## config.mk

```make
export PLATFORM = sky130hd
export DESIGN_NAME = sargantana_icache_refill_writer
export DESIGN_NICKNAME = d
export VERILOG_FILES = /design/src/rtl/sargantana_icache_refill_pkg.sv /design/src/rtl/sargantana_icache_line_assembler.sv /design/src/rtl/sargantana_icache_refill_writer.sv
export SDC_FILE = /design/constraint.sdc
export NUM_CORES = 1
export LEC_CHECK = 0
export CAP_MARGIN = 10
export CORE_ASPECT_RATIO = 0.5
export CORE_MARGIN = 2
export CORE_UTILIZATION = 54
export CTS_CLUSTER_DIAMETER = 50
export DETAILED_ROUTE_END_ITERATION = 7
export PLACE_DENSITY = 0.87
export SLEW_MARGIN = 10
export SYNTH_ARGS = -nofsm -noshare
export SYNTH_HDL_FRONTEND = slang
export SYNTH_HIERARCHICAL = 1
export SYNTH_SLANG_ARGS = --single-unit
```

## constraint.sdc

```tcl
create_clock -name clk_i -period 2.4 [get_ports clk_i]
set_input_delay 0.48 -clock clk_i [delete_from_list [all_inputs] [get_ports clk_i]]
set_output_delay 0.48 -clock clk_i [all_outputs]
set_load 0.1 [all_outputs]
```

## src/rtl/sargantana_icache_refill_pkg.sv

```systemverilog
// Shared types and sizing helpers for the icache refill writer.
// The beat count and the counter width are derived from the line and beat widths.
package sargantana_icache_refill_pkg;

  typedef enum logic [1:0] {
    IDLE  = 2'd0,
    FILL  = 2'd1,
    WRITE = 2'd2,
    DRAIN = 2'd3
  } refill_state_t;

  function automatic int unsigned calc_beats(input int unsigned set_w, input int unsigned beat_w);
    return set_w / beat_w;
  endfunction

  function automatic int unsigned calc_cnt_width(input int unsigned beats);
    return (beats > 32'd1) ? $clog2(beats) : 32'd1;
  endfunction

endpackage

```

## src/rtl/sargantana_icache_line_assembler.sv

```systemverilog
// Beat counter and line slot register: each load drops one beat into the next slot.
// line_next_o exposes the line including the beat being loaded this cycle.
module sargantana_icache_line_assembler
  import sargantana_icache_refill_pkg::*;
#(
  parameter int unsigned SET_WIDHT  = 256,
  parameter int unsigned BEAT_WIDTH = 64,
  parameter int unsigned BEATS      = calc_beats(SET_WIDHT, BEAT_WIDTH),
  parameter int unsigned CNT_W      = calc_cnt_width(BEATS)
) (
  input  logic                  clk_i,
  input  logic                  rst_i,
  input  logic                  clear_i,
  input  logic                  load_i,
  input  logic [BEAT_WIDTH-1:0] beat_data_i,
  output logic                  full_o,
  output logic [SET_WIDHT-1:0]  line_next_o
);

  localparam logic [CNT_W-1:0] LAST_CNT = CNT_W'(BEATS - 1);

  logic [CNT_W-1:0]     cnt_q, cnt_d;
  logic [SET_WIDHT-1:0] line_q, line_d;

  // Next counter/line: clear wins over load, the counter wraps after the last slot
  always_comb begin
    cnt_d  = cnt_q;
    line_d = line_q;
    if (clear_i) begin
      cnt_d  = '0;
      line_d = '0;
    end else if (load_i) begin
      line_d[cnt_q*BEAT_WIDTH +: BEAT_WIDTH] = beat_data_i;
      if (cnt_q == LAST_CNT) begin
        cnt_d = '0;
      end else begin
        cnt_d = cnt_q + CNT_W'(1);
      end
    end else begin
      cnt_d  = cnt_q;
      line_d = line_q;
    end
  end

  // Counter and line registers
  always_ff @(posedge clk_i) begin
    if (rst_i) begin
      cnt_q  <= '0;
      line_q <= '0;
    end else begin
      cnt_q  <= cnt_d;
      line_q <= line_d;
    end
  end

  assign full_o      = (cnt_q == LAST_CNT);
  assign line_next_o = line_d;

endmodule

```

## src/rtl/sargantana_icache_refill_writer.sv

```systemverilog
// Collects an L2 refill beat stream into a full line and writes it to one icache way.
// Memory-side outputs come straight from registers; req_o/we_o decode only the state.
module sargantana_icache_refill_writer
  import sargantana_icache_refill_pkg::*;
#(
  parameter int unsigned ICACHE_N_WAY = 4,
  parameter int unsigned SET_WIDHT    = 256,
  parameter int unsigned ADDR_WIDHT   = 6,
  parameter int unsigned BEAT_WIDTH   = 64
) (
  input  logic                            clk_i,
  input  logic                            rst_i,
  input  logic                            refill_valid_i,
  output logic                            refill_ready_o,
  input  logic [ADDR_WIDHT-1:0]           refill_addr_i,
  input  logic [$clog2(ICACHE_N_WAY)-1:0] refill_way_i,
  input  logic                            beat_valid_i,
  output logic                            beat_ready_o,
  input  logic [BEAT_WIDTH-1:0]           beat_data_i,
  input  logic                            beat_last_i,
  input  logic                            abort_i,
  input  logic                            mem_gnt_i,
  output logic [ICACHE_N_WAY-1:0]         req_o,
  output logic                            we_o,
  output logic [ADDR_WIDHT-1:0]           addr_o,
  output logic [SET_WIDHT-1:0]            data_o,
  output logic                            done_o,
  output logic                            err_o,
  output logic                            busy_o
);

  localparam int unsigned BEATS = calc_beats(SET_WIDHT, BEAT_WIDTH);
  localparam int unsigned CNT_W = calc_cnt_width(BEATS);
  localparam logic [ICACHE_N_WAY-1:0] WAY_ONE = {{(ICACHE_N_WAY-1){1'b0}}, 1'b1};

  refill_state_t           state_q, state_d;
  logic [ADDR_WIDHT-1:0]   addr_q, addr_d;
  logic [ICACHE_N_WAY-1:0] way_oh_q, way_oh_d;
  logic [ADDR_WIDHT-1:0]   out_addr_q, out_addr_d;
  logic [SET_WIDHT-1:0]    out_data_q, out_data_d;
  logic                    done_q, done_d;
  logic                    err_q, err_d;
  logic                    init_q;

  logic                    asm_clear, asm_load, asm_full;
  logic [SET_WIDHT-1:0]    asm_line_next;
  logic                    cmd_fire, beat_fire;

  sargantana_icache_line_assembler #(
    .SET_WIDHT  (SET_WIDHT),
    .BEAT_WIDTH (BEAT_WIDTH),
    .BEATS      (BEATS),
    .CNT_W      (CNT_W)
  ) u_line_assembler (
    .clk_i       (clk_i),
    .rst_i       (rst_i),
    .clear_i     (asm_clear),
    .load_i      (asm_load),
    .beat_data_i (beat_data_i),
    .full_o      (asm_full),
    .line_next_o (asm_line_next)
  );

  // init_q keeps refill_ready_o low for the cycle in which reset is released
  assign refill_ready_o = (state_q == IDLE) && init_q;
  assign beat_ready_o   = (state_q == FILL) || (state_q == DRAIN);
  assign cmd_fire       = refill_valid_i && refill_ready_o;
  assign beat_fire      = beat_valid_i && beat_ready_o;

  // Next-state and register-update decode
  always_comb begin
    state_d    = state_q;
    addr_d     = addr_q;
    way_oh_d   = way_oh_q;
    out_addr_d = out_addr_q;
    out_data_d = out_data_q;
    done_d     = 1'b0;
    err_d      = 1'b0;
    asm_clear  = 1'b0;
    asm_load   = 1'b0;
    case (state_q)
      IDLE: begin
        if (cmd_fire) begin
          addr_d    = refill_addr_i;
          way_oh_d  = WAY_ONE << refill_way_i;
          asm_clear = 1'b1;
          state_d   = FILL;
        end else begin
          state_d = IDLE;
        end
      end
      FILL: begin
        if (beat_fire) begin
          asm_load = 1'b1;
          if (abort_i) begin
            state_d = beat_last_i ? IDLE : DRAIN;
          end else if (beat_last_i && asm_full) begin
            out_addr_d = addr_q;
            out_data_d = asm_line_next;
            state_d    = WRITE;
          end else if (beat_last_i) begin
            err_d   = 1'b1;
            state_d = IDLE;
          end else if (asm_full) begin
            err_d   = 1'b1;
            state_d = DRAIN;
          end else begin
            state_d = FILL;
          end
        end else if (abort_i) begin
          state_d = DRAIN;
        end else begin
          state_d = FILL;
        end
      end
      WRITE: begin
        // A grant in the same cycle as an abort still completes the write
        if (mem_gnt_i) begin
          done_d  = 1'b1;
          state_d = IDLE;
        end else if (abort_i) begin
          state_d = IDLE;
        end else begin
          state_d = WRITE;
        end
      end
      DRAIN: begin
        if (beat_fire && beat_last_i) begin
          state_d = IDLE;
        end else begin
          state_d = DRAIN;
        end
      end
      default: begin
        state_d = IDLE;
      end
    endcase
  end

  // State and output registers
  always_ff @(posedge clk_i) begin
    if (rst_i) begin
      state_q    <= IDLE;
      addr_q     <= '0;
      way_oh_q   <= '0;
      out_addr_q <= '0;
      out_data_q <= '0;
      done_q     <= 1'b0;
      err_q      <= 1'b0;
      init_q     <= 1'b0;
    end else begin
      state_q    <= state_d;
      addr_q     <= addr_d;
      way_oh_q   <= way_oh_d;
      out_addr_q <= out_addr_d;
      out_data_q <= out_data_d;
      done_q     <= done_d;
      err_q      <= err_d;
      init_q     <= 1'b1;
    end
  end

  assign req_o  = (state_q == WRITE) ? way_oh_q : '0;
  assign we_o   = (state_q == WRITE);
  assign addr_o = out_addr_q;
  assign data_o = out_data_q;
  assign done_o = done_q;
  assign err_o  = err_q;
  assign busy_o = (state_q != IDLE);

endmodule

```

# == Word-level counts from Yosys, hierarchy flattened ==
# Index checks and enable logic that the tools add are counted.
# classes
n_addsub,2
n_eq_ne,4
shift,3
muxes,25
n_bitwise,4
n_reduce_logical,13
# op_table
cell,n
2-to-1 mux 256 bit,2
bitwise mux 256 bit,1
"variable shift 64 x 34 -> 256 bit, first input constant",1
indexed part select 64 x 34 -> 256 bit,1
negation 8 -> 34 bit,1
2-to-1 mux 2 bit,11
2-to-1 mux 1 bit,9
case mux 2 bit (4 select lines),1
"equality test 2 bit, second input constant",3
logical AND 1 bit,5
OR reduction 5 bit,1
2-to-1 mux 4 bit,1
inverter 1 bit,4
AND reduction 4 bit,1
OR reduction 2 bit,2
"left shift 1 x 2 -> 4 bit, first input constant",1
"adder 2 x 1 -> 2 bit, second input constant",1
"equality test 2 x 1 -> 1 bit, second input constant",1
logical NOT 2 bit,1
AND reduction 2 bit,1
nonzero test 2 bit,1
logical OR 1 bit,1
# word_totals
ff_bits,535
inputBits,79
out_inout_bits,272
wordCells,61

# == Longest topological paths before layout ==
# Gate-level depths: netlist of the first run.
# logic_depth
word_depth,7
ltp_mapped,10
mapped_depth_nobuf,7

# == Cells and area by module ==
# Netlist of the first run, hierarchy kept.
# modules_own_cells
module,instances,cells_per_inst,area_each_um2,seq_area_each_um2
sargantana_icache_line_assembler,1,1238,11466.0,5165.0
sargantana_icache_refill_writer,1,1010,11317.1,5545.3

# == Worst setup path before layout of the first run ==
# OpenSTA, ideal clock, no wires.
# synth_path
path_type,flip-flop to output port
from,register state_q[0]
to,output port req_o[0]
arrival_time_ps,2696
required_ps,1920
path_slack_ps,-776
stages_incl_launch_ff,4
n_path_buf,1
path_cell_list,dfxtp_1 -> buf_4 -> nor2_1 -> and2_1
# synth_between
elab_chain_len,2
# synth_lines
element,line,text
from (decl),sargantana_icache_refill_writer.sv:36,"refill_state_t state_q, state_d;"
from (signal assigned),sargantana_icache_refill_writer.sv:152,state_q <= state_d;
equality test 2 bit,--,
named net we_o,sargantana_icache_refill_writer.sv:24,"output logic we_o,"
2-to-1 mux 4 bit,sargantana_icache_refill_writer.sv:163,assign req_o = (state_q == WRITE) ? way_oh_q : '0;
to (decl),sargantana_icache_refill_writer.sv:23,"output logic [ICACHE_N_WAY-1:0] req_o,"
# The timed path passes the listed nets, and every way through them passes these cells.

# == Worst setup path after layout of the first run ==
# layout_path
from,register u_line_assembler.cnt_q[0]
to,register out_data_q[215] (netlist: data_o[215])
# layout_between
elab_chain_len,5
word_cells_on_any_way,9
classes_between,add/sub: 1; eq/ne: 1; shift: 2; mux: 3; reduce/logical: 2
# layout_lines
element,line,text
from (decl),sargantana_icache_line_assembler.sv:22,"logic [CNT_W-1:0] cnt_q, cnt_d;"
from (signal assigned),sargantana_icache_line_assembler.sv:51,cnt_q <= cnt_d;
negation 8 -> 34 bit *,sargantana_icache_line_assembler.sv:33,line_d[cnt_q*BEAT_WIDTH +: BEAT_WIDTH] = beat_data_i;
indexed part select 64 x 34 -> 256 bit / variable shift 64 x 34 -> 256 bit (equally long branches),sargantana_icache_line_assembler.sv:33,
bitwise mux 256 bit *,sargantana_icache_line_assembler.sv:33,
2-to-1 mux 256 bit *,sargantana_icache_line_assembler.sv:32,end else if (load_i) begin
2-to-1 mux 256 bit *,sargantana_icache_line_assembler.sv:29,if (clear_i) begin
named net asm_line_next[215],sargantana_icache_refill_writer.sv:46,logic [SET_WIDHT-1:0] asm_line_next;
to (signal assigned),sargantana_icache_refill_writer.sv:156,out_data_q <= out_data_d;
to (decl),sargantana_icache_refill_writer.sv:40,"logic [SET_WIDHT-1:0] out_data_q, out_data_d;"
# The timed path passes the listed nets; every way through them passes the cells marked *.
# A chain may end at the register's enable or synchronous reset.

==> results.yml, run 1 <==
outcome:
  status: "finished, final reports clean"
cts:
  cts_hold_buf: 0
  cts_made_buffers: 48
  cts_tree: "yes"
  htreeDepth: 2
  root_buffer: "clkbuf_16"
  worst_skew_pair.late_latency_ns: 0.57
  clk_pin_slew_ns: 0.06
  postCtsSetupBuffers: 0
  clk_path_buf_depth: 3
  clock-sinks: 535
logic_synthesis:
  synth_nets: 2333
  synth_largest_area_cell: "dfxtp_1"
  yosys.area.top_type_share_pct: 47.0
  ys_seq_elements: 535
  synth.yosys.seq_area_share_pct: 47.0
  synth.cell_area_um2: 22800
  synth_top_family_by_area: "compound AO/OA/AOI/OAI gates"
  syn_inst: 2248
  synth_fa_ha_area_share_pct: 0.330
  ys_top_cells_by_area: "dfxtp_1, nor4b_1, nor2_1, a32oi_2, a31o_1"
  synth-simple-area-share_pct: 21.5
  synth_warnings: 6
  synth.area.mux_share_pct: 0
  avgSynthCellArea_um2: 10.1
  synth_compound_area_share_pct: 23.6
  synth_xor_area_share_pct: 0.0384
  ys_types: 39
global_routing:
  grt_max_degree: 141
  grt_overflow_total: 0
  grt_pass1_wl_mm: 108
  grt_antenna_before_repair: 0
  track_usage_pct: 30.5
  grt_pass1_vias: 19400
sta:
  hold_ws_ns: 0.412
  skew_ns: 0.0164
  min_period_ns: 2.34
  finalSetupViolCount: 0
  slew_viol_final: 0
  finalHoldViolations: 0
  timing.fmax_ghz: 0.428
  max_slew.worst_pin.slew_ns: 0.660
  fin_ws_ns: 0.0611
  tns_ns: 0
  fin_crit_sh_pct: 97.5
  maxSlewHeadroom_pct: 56.0
  rsz0062_at_grt: "false"
placement:
  placed_cells_incl_taps: 3047
  postPlaceCellArea_um2: 26800
  gp_congestion: 0.861
  pre_cts_ws_ns: -0.356
  port_buffers: 350
  dp_hpwl_mm: 44.9
hold_path:
  min_to: "init_q"
  min-delay-start: "rst_i"
  min_delay_path_depth: 2
  hold_class: "input pin to flip-flop"
floorplan:
  rows: 53
  die_x_um: 294
  num_io_pins: 351
  start_util_pct: 54.5
  coreArea_um2: 41800
  dieArea_um2: 44000
  die_h_um: 149
setup_path:
  critPathMaxFanout: 20
  critPathLaunch: "u_line_assembler/cnt_q[0]"
  startpoint_type: "flip-flop"
  critical_path.slowest_cell: "ha_1"
  crit_type: "flip-flop to flip-flop"
  r2r_end: "data_o[215]"
  worstRegToRegCells: 9
  cp_data_arrival_time_ns: 2.85
  path_cells: "inv_1 -> ha_1 -> and4bb_4 -> buf_12 -> a32oi_2 -> nor2_1 -> nor4b_2 -> buf_4 -> a31o_1"
  rrSetupSlack_ns: 0.06
  setup.worst_path.end_class: "flip-flop"
  rr_startpoint: "u_line_assembler/cnt_q[0]"
  max_stage_delay_ns: 0.38
  required_ns: 2.91
finish:
  nNetsFinal: 2632
  antenna_cells: 0
  drive_gt1_share_pct: 29.8
  num-fill-cells: 2945
  area_growth_pct: 24.8
  final_common_cell: "dfxtp_1"
  layout.core_utilization_pct: 68.0
  design_area_um2: 28400
  final_cell_mix: "dfxtp_1, nor2_1, buf_4"
  final_cells: 3128
detailed_routing:
  firstDrtPassIters: 5
  drt-vias-per-instance: 6.49
  wire_per_inst_um: 22.5
  vias: 20300
  drt_iter0_drc: 2367
  route.detailed.drc: 0
  routed_wl_mm: 70.4
  ant_nets: 0
power_and_ir_drop:
  seqPwrFrac_pct: 50.1
  swShare_pct: 23.4
  clkPwrFrac_pct: 42.9
  total_power_mw: 17.8
  switching_power_mw: 4.17
  combinationalPowerShare_pct: 6.9
  p_per_area_nw_per_um2: 626
  cellInternalPower_mw: 13.6
  p_leak_nw: 10.7
  max-vdd-ir-drop_v: 0.000614
run:
  maxCapViolCount: 0
[power by group through the flow]
stage | logic, mW | clock network (mW) | registers, mW
CTS | 1.20 | 7.66 | 8.92
global route | 1.28 | 8.03 | 8.92
global placement | 1.17 | 0 | 9.12
floorplan | 0.611 | 0 | 9.12
finish | 1.24 | 7.64 | 8.92
detailed placement | 1.19 | 0 | 9.12
[how the worst max path moves through the flow]
stage,to,slack [ns],cells past startpoint
floorplan,refill_ready_o,0.11,3
global placement,data_o[152],-0.34,8
detailed placement,data_o[152],-0.36,8
CTS,data_o[29],0.09,9
global route,data_o[111],0.003,9
finish,data_o[215],0.06,9
[cell usage after synthesis (all sizes together)]
master / number
a21boi: 2
a21oi: 15
a22oi: 1
a31o: 262
a31oi: 2
a32oi: 253
and2: 5
and3: 2
and3b: 4
and4bb: 1
buf: 138
clkbuf: 157
dfxtp: 535
ha: 6
inv: 7
nand2: 22
nand3: 2
nand3b: 2
nand4bb: 2
nor2: 517
nor2b: 40
nor3: 1
nor3b: 2
nor4b: 263
o32ai: 1
or2: 3
or3: 2
xnor2: 1
[critical path, delay by kind of cell (launching register included)]
family          cells  cell delay [ns]
simple gates        3             0.87
buf+inv             3             0.43
fa+ha+maj           1             0.38
flops               1             0.33
compound gates      2             0.24
[area by class of cell]
class / instances / area [µm²] / share of cell area [%]
Sequential cell: 535 / 10700 / 37.7
Multi-Input combinational cell: 1411 / 10500 / 37.0
Timing Repair Buffer: 544 / 4950 / 17.4
Clock buffer: 70 / 1390 / 4.87
Tap cell: 550 / 688 / 2.42
Clock inverter: 11 / 133 / 0.467
Inverter: 7 / 41.3 / 0.145
[routing by layer]
| layer | wire length (µm) | track usage, % |
|---|---|---|
| met2 | 34000 | 51.0 |
| met3 | 5420 | 4.87 |
| met1 | 27200 | 38.3 |
| met5 | 0 | 0 |
| met4 | 3740 | 15.7 |
[kinds of logic after synthesis]
family | after synthesis
buf+inv | 302
flops | 535
fa+ha+maj | 6
xor+xnor | 1
compound gates | 536
simple gates | 868
[sequential cells by signal, indices dropped and copies added, names as in the netlist]
signal,flops
data_o,256
done_o,1
addr_q,6
addr_o,6
err_o,1
state_q,2
u_line_assembler/line_q,256
u_line_assembler/cnt_q,2
way_oh_q,4
init_q,1
[repair_timing]
action / in CTS / in global routing
gates resized for setup: 3 / 9
setup endpoints to repair: 3 / 8
gates cloned: 0 / 0
(Power assumes the default switching activity.)
==> inputs of run 2 (changes only) <==
--- a/config.mk
+++ b/config.mk
@@ -9,7 +9,7 @@
 export CORE_ASPECT_RATIO = 0.5
 export CORE_MARGIN = 2
 export CORE_UTILIZATION = 54
-export CTS_CLUSTER_DIAMETER = 50
+export CTS_CLUSTER_SIZE = 10
 export DETAILED_ROUTE_END_ITERATION = 7
 export PLACE_DENSITY = 0.87
 export SLEW_MARGIN = 10
==> run 2 against run 1 <==
Compared with the run above:
- critical path depth unchanged
- setup slack got worse by 0.019 ns
- wire length increased by 0.39%
- via count increased by 0.33%
- first-iteration DRC count decreased by 6.0%
- combinational power about the same
- clock-buffer cell count decreased by 10
- die area unchanged
- global-route usage about the same
==> results.yml, run 2 (synthesized netlist as in run 1, its figures left out) <==
detailed_routing:
  drt_iter0_drc: 2225
  firstDrtPassIters: 6
  wire_per_inst_um: 22.7
  drt-vias-per-instance: 6.54
  ant_nets: 0
  route.detailed.drc: 0
  routed_wl_mm: 70.7
  vias: 20400
cts:
  root_buffer: "clkbuf_16"
  clk_path_buf_depth: 3
  clock-sinks: 535
  cts_made_buffers: 59
  worst_skew_pair.late_latency_ns: 0.59
  cts_tree: "yes"
  htreeDepth: 2
  cts_hold_buf: 0
  clk_pin_slew_ns: 0.06
setup_path:
  worst_path_most_repeated_cell: "buf_4"
  critical_path.slowest_cell: "nor4b_1"
  rrSetupSlack_ns: 0.04
  r2r_end: "data_o[175]"
  crit_type: "flip-flop to flip-flop"
  rr_startpoint: "u_line_assembler/cnt_q[1]"
  setup.worst_path.end_class: "flip-flop"
  path_cells: "buf_4 -> ha_1 -> nor3b_4 -> buf_4 -> buf_12 -> a32oi_2 -> nor2_1 -> nor4b_1 -> a31o_1"
  required_ns: 2.93
  startpoint_type: "flip-flop"
  worstRegToRegCells: 9
  critPathMaxFanout: 15
  cp_data_arrival_time_ns: 2.89
  max_stage_delay_ns: 0.39
hold_path:
  min_to: "init_q"
  hold_class: "input pin to flip-flop"
  min-delay-start: "rst_i"
  min_delay_path_depth: 2
placement:
  dp_hpwl_mm: 44.9
  gp_congestion: 0.861
  port_buffers: 350
  placed_cells_incl_taps: 3047
sta:
  maxSlewHeadroom_pct: 54.1
  hold_ws_ns: 0.372
  finalSetupViolCount: 0
  finalHoldViolations: 0
  timing.fmax_ghz: 0.424
  slew_viol_final: 0
  skew_ns: 0.0159
  fin_crit_sh_pct: 98.2
  max_slew.worst_pin.slew_ns: 0.688
  min_period_ns: 2.36
power_and_ir_drop:
  combinationalPowerShare_pct: 6.9
  clkPwrFrac_pct: 43.2
  p_per_area_nw_per_um2: 630
  max-vdd-ir-drop_v: 0.000584
  cellInternalPower_mw: 13.7
  seqPwrFrac_pct: 49.9
  p_leak_nw: 10.7
  total_power_mw: 17.9
  swShare_pct: 23.3
  switching_power_mw: 4.17
floorplan:
  dieArea_um2: 44000
  die_h_um: 149
  num_io_pins: 351
  coreArea_um2: 41800
  rows: 53
  die_x_um: 294
  start_util_pct: 54.5
global_routing:
  grt_overflow_total: 0
  grt_antenna_before_repair: 0
  grt_max_degree: 141
  grt_pass1_vias: 19300
  track_usage_pct: 30.5
  grt_pass1_wl_mm: 108
finish:
  drive_gt1_share_pct: 29.5
  final_cells: 3112
  antenna_cells: 0
  final_cell_mix: "dfxtp_1, nor2_1, buf_4"
  final_common_cell: "dfxtp_1"
  num-fill-cells: 2961
  nNetsFinal: 2646
  area_growth_pct: 24.8
run:
  maxCapViolCount: 0
outcome:
  status: "finished, final reports clean"
run 2: worst max-delay path, delay by kind of cell (launching register included):
kind / cells / cell delay [ns]
adder cells (fa/ha/maj): 1 / 0.27
buffers and inverters: 3 / 0.51
flip-flops: 1 / 0.33
AND/OR/NAND/NOR: 3 / 0.88
AO/OA/AOI/OAI: 2 / 0.31
run 2: layout make-up:
| class | instances | area (µm²) | area share (%) |
|---|---|---|---|
| Sequential cell | 535 | 10700 | 37.7 |
| Multi-Input combinational cell | 1411 | 10500 | 36.8 |
| Timing Repair Buffer | 547 | 4990 | 17.6 |
| Clock buffer | 60 | 1480 | 5.21 |
| Tap cell | 550 | 688 | 2.42 |
| Inverter | 7 | 41.3 | 0.145 |
| Clock inverter | 2 | 38.8 | 0.136 |
run 2: stage by stage:
| stage | setup slack, ns | utilization (%) | TNS, ns | cell area [µm²] |
|---|---|---|---|---|
| after global routing | -0.0458 | 68.0 | -0.0774 | 28400 |
| after global placement | -0.336 | 64.2 | -37.88 | 26800 |
| after floorplan | 0.107 | - | 0 | 22800 |
| after CTS | 0.103 | 67.9 | 0 | 28400 |
| final | 0.0422 | 68.0 | 0 | 28400 |
| after detailed placement | -0.356 | 64.2 | -52.00 | 26800 |
run 2: timing repair:
item                       4_1_cts  5_1_grt
resized for setup                0        6
setup buffers                    0        2
setup endpoints to repair        0       20
run 2: worst max-delay path by stage:
stage,start,end,slack [ns],depth (start not counted)
3_5_place_dp,beat_valid_i,data_o[152],-0.36,8
3_3_place_gp,beat_valid_i,data_o[152],-0.34,8
2_1_floorplan,state_q[0],refill_ready_o,0.11,3
5_1_grt,u_line_assembler/cnt_q[1],data_o[175],-0.05,9
4_1_cts,state_q[1],data_o[175],0.10,8
6_report,u_line_assembler/cnt_q[1],data_o[175],0.04,9
run 2: power groups by stage:
stage	Clock (mW)	Sequential (mW)	Combinational, mW
4_1_cts	7.79	8.93	1.19
5_1_grt	8.18	8.93	1.28
2_1_floorplan	0	9.12	0.611
3_3_place_gp	0	9.12	1.17
3_5_place_dp	0	9.12	1.19
6_report	7.74	8.93	1.23
run 2: layer usage:
metal | global-route usage, % | vias to the layer above | part of all wire, %
met4 | 16.3 | 0 | 5.4
met2 | 50.6 | 1083 | 48
met3 | 4.69 | 245 | 7.9
met1 | 38.4 | 10000 | 39
li1 | - | 9023 | -
met5 | 0 | - | 0
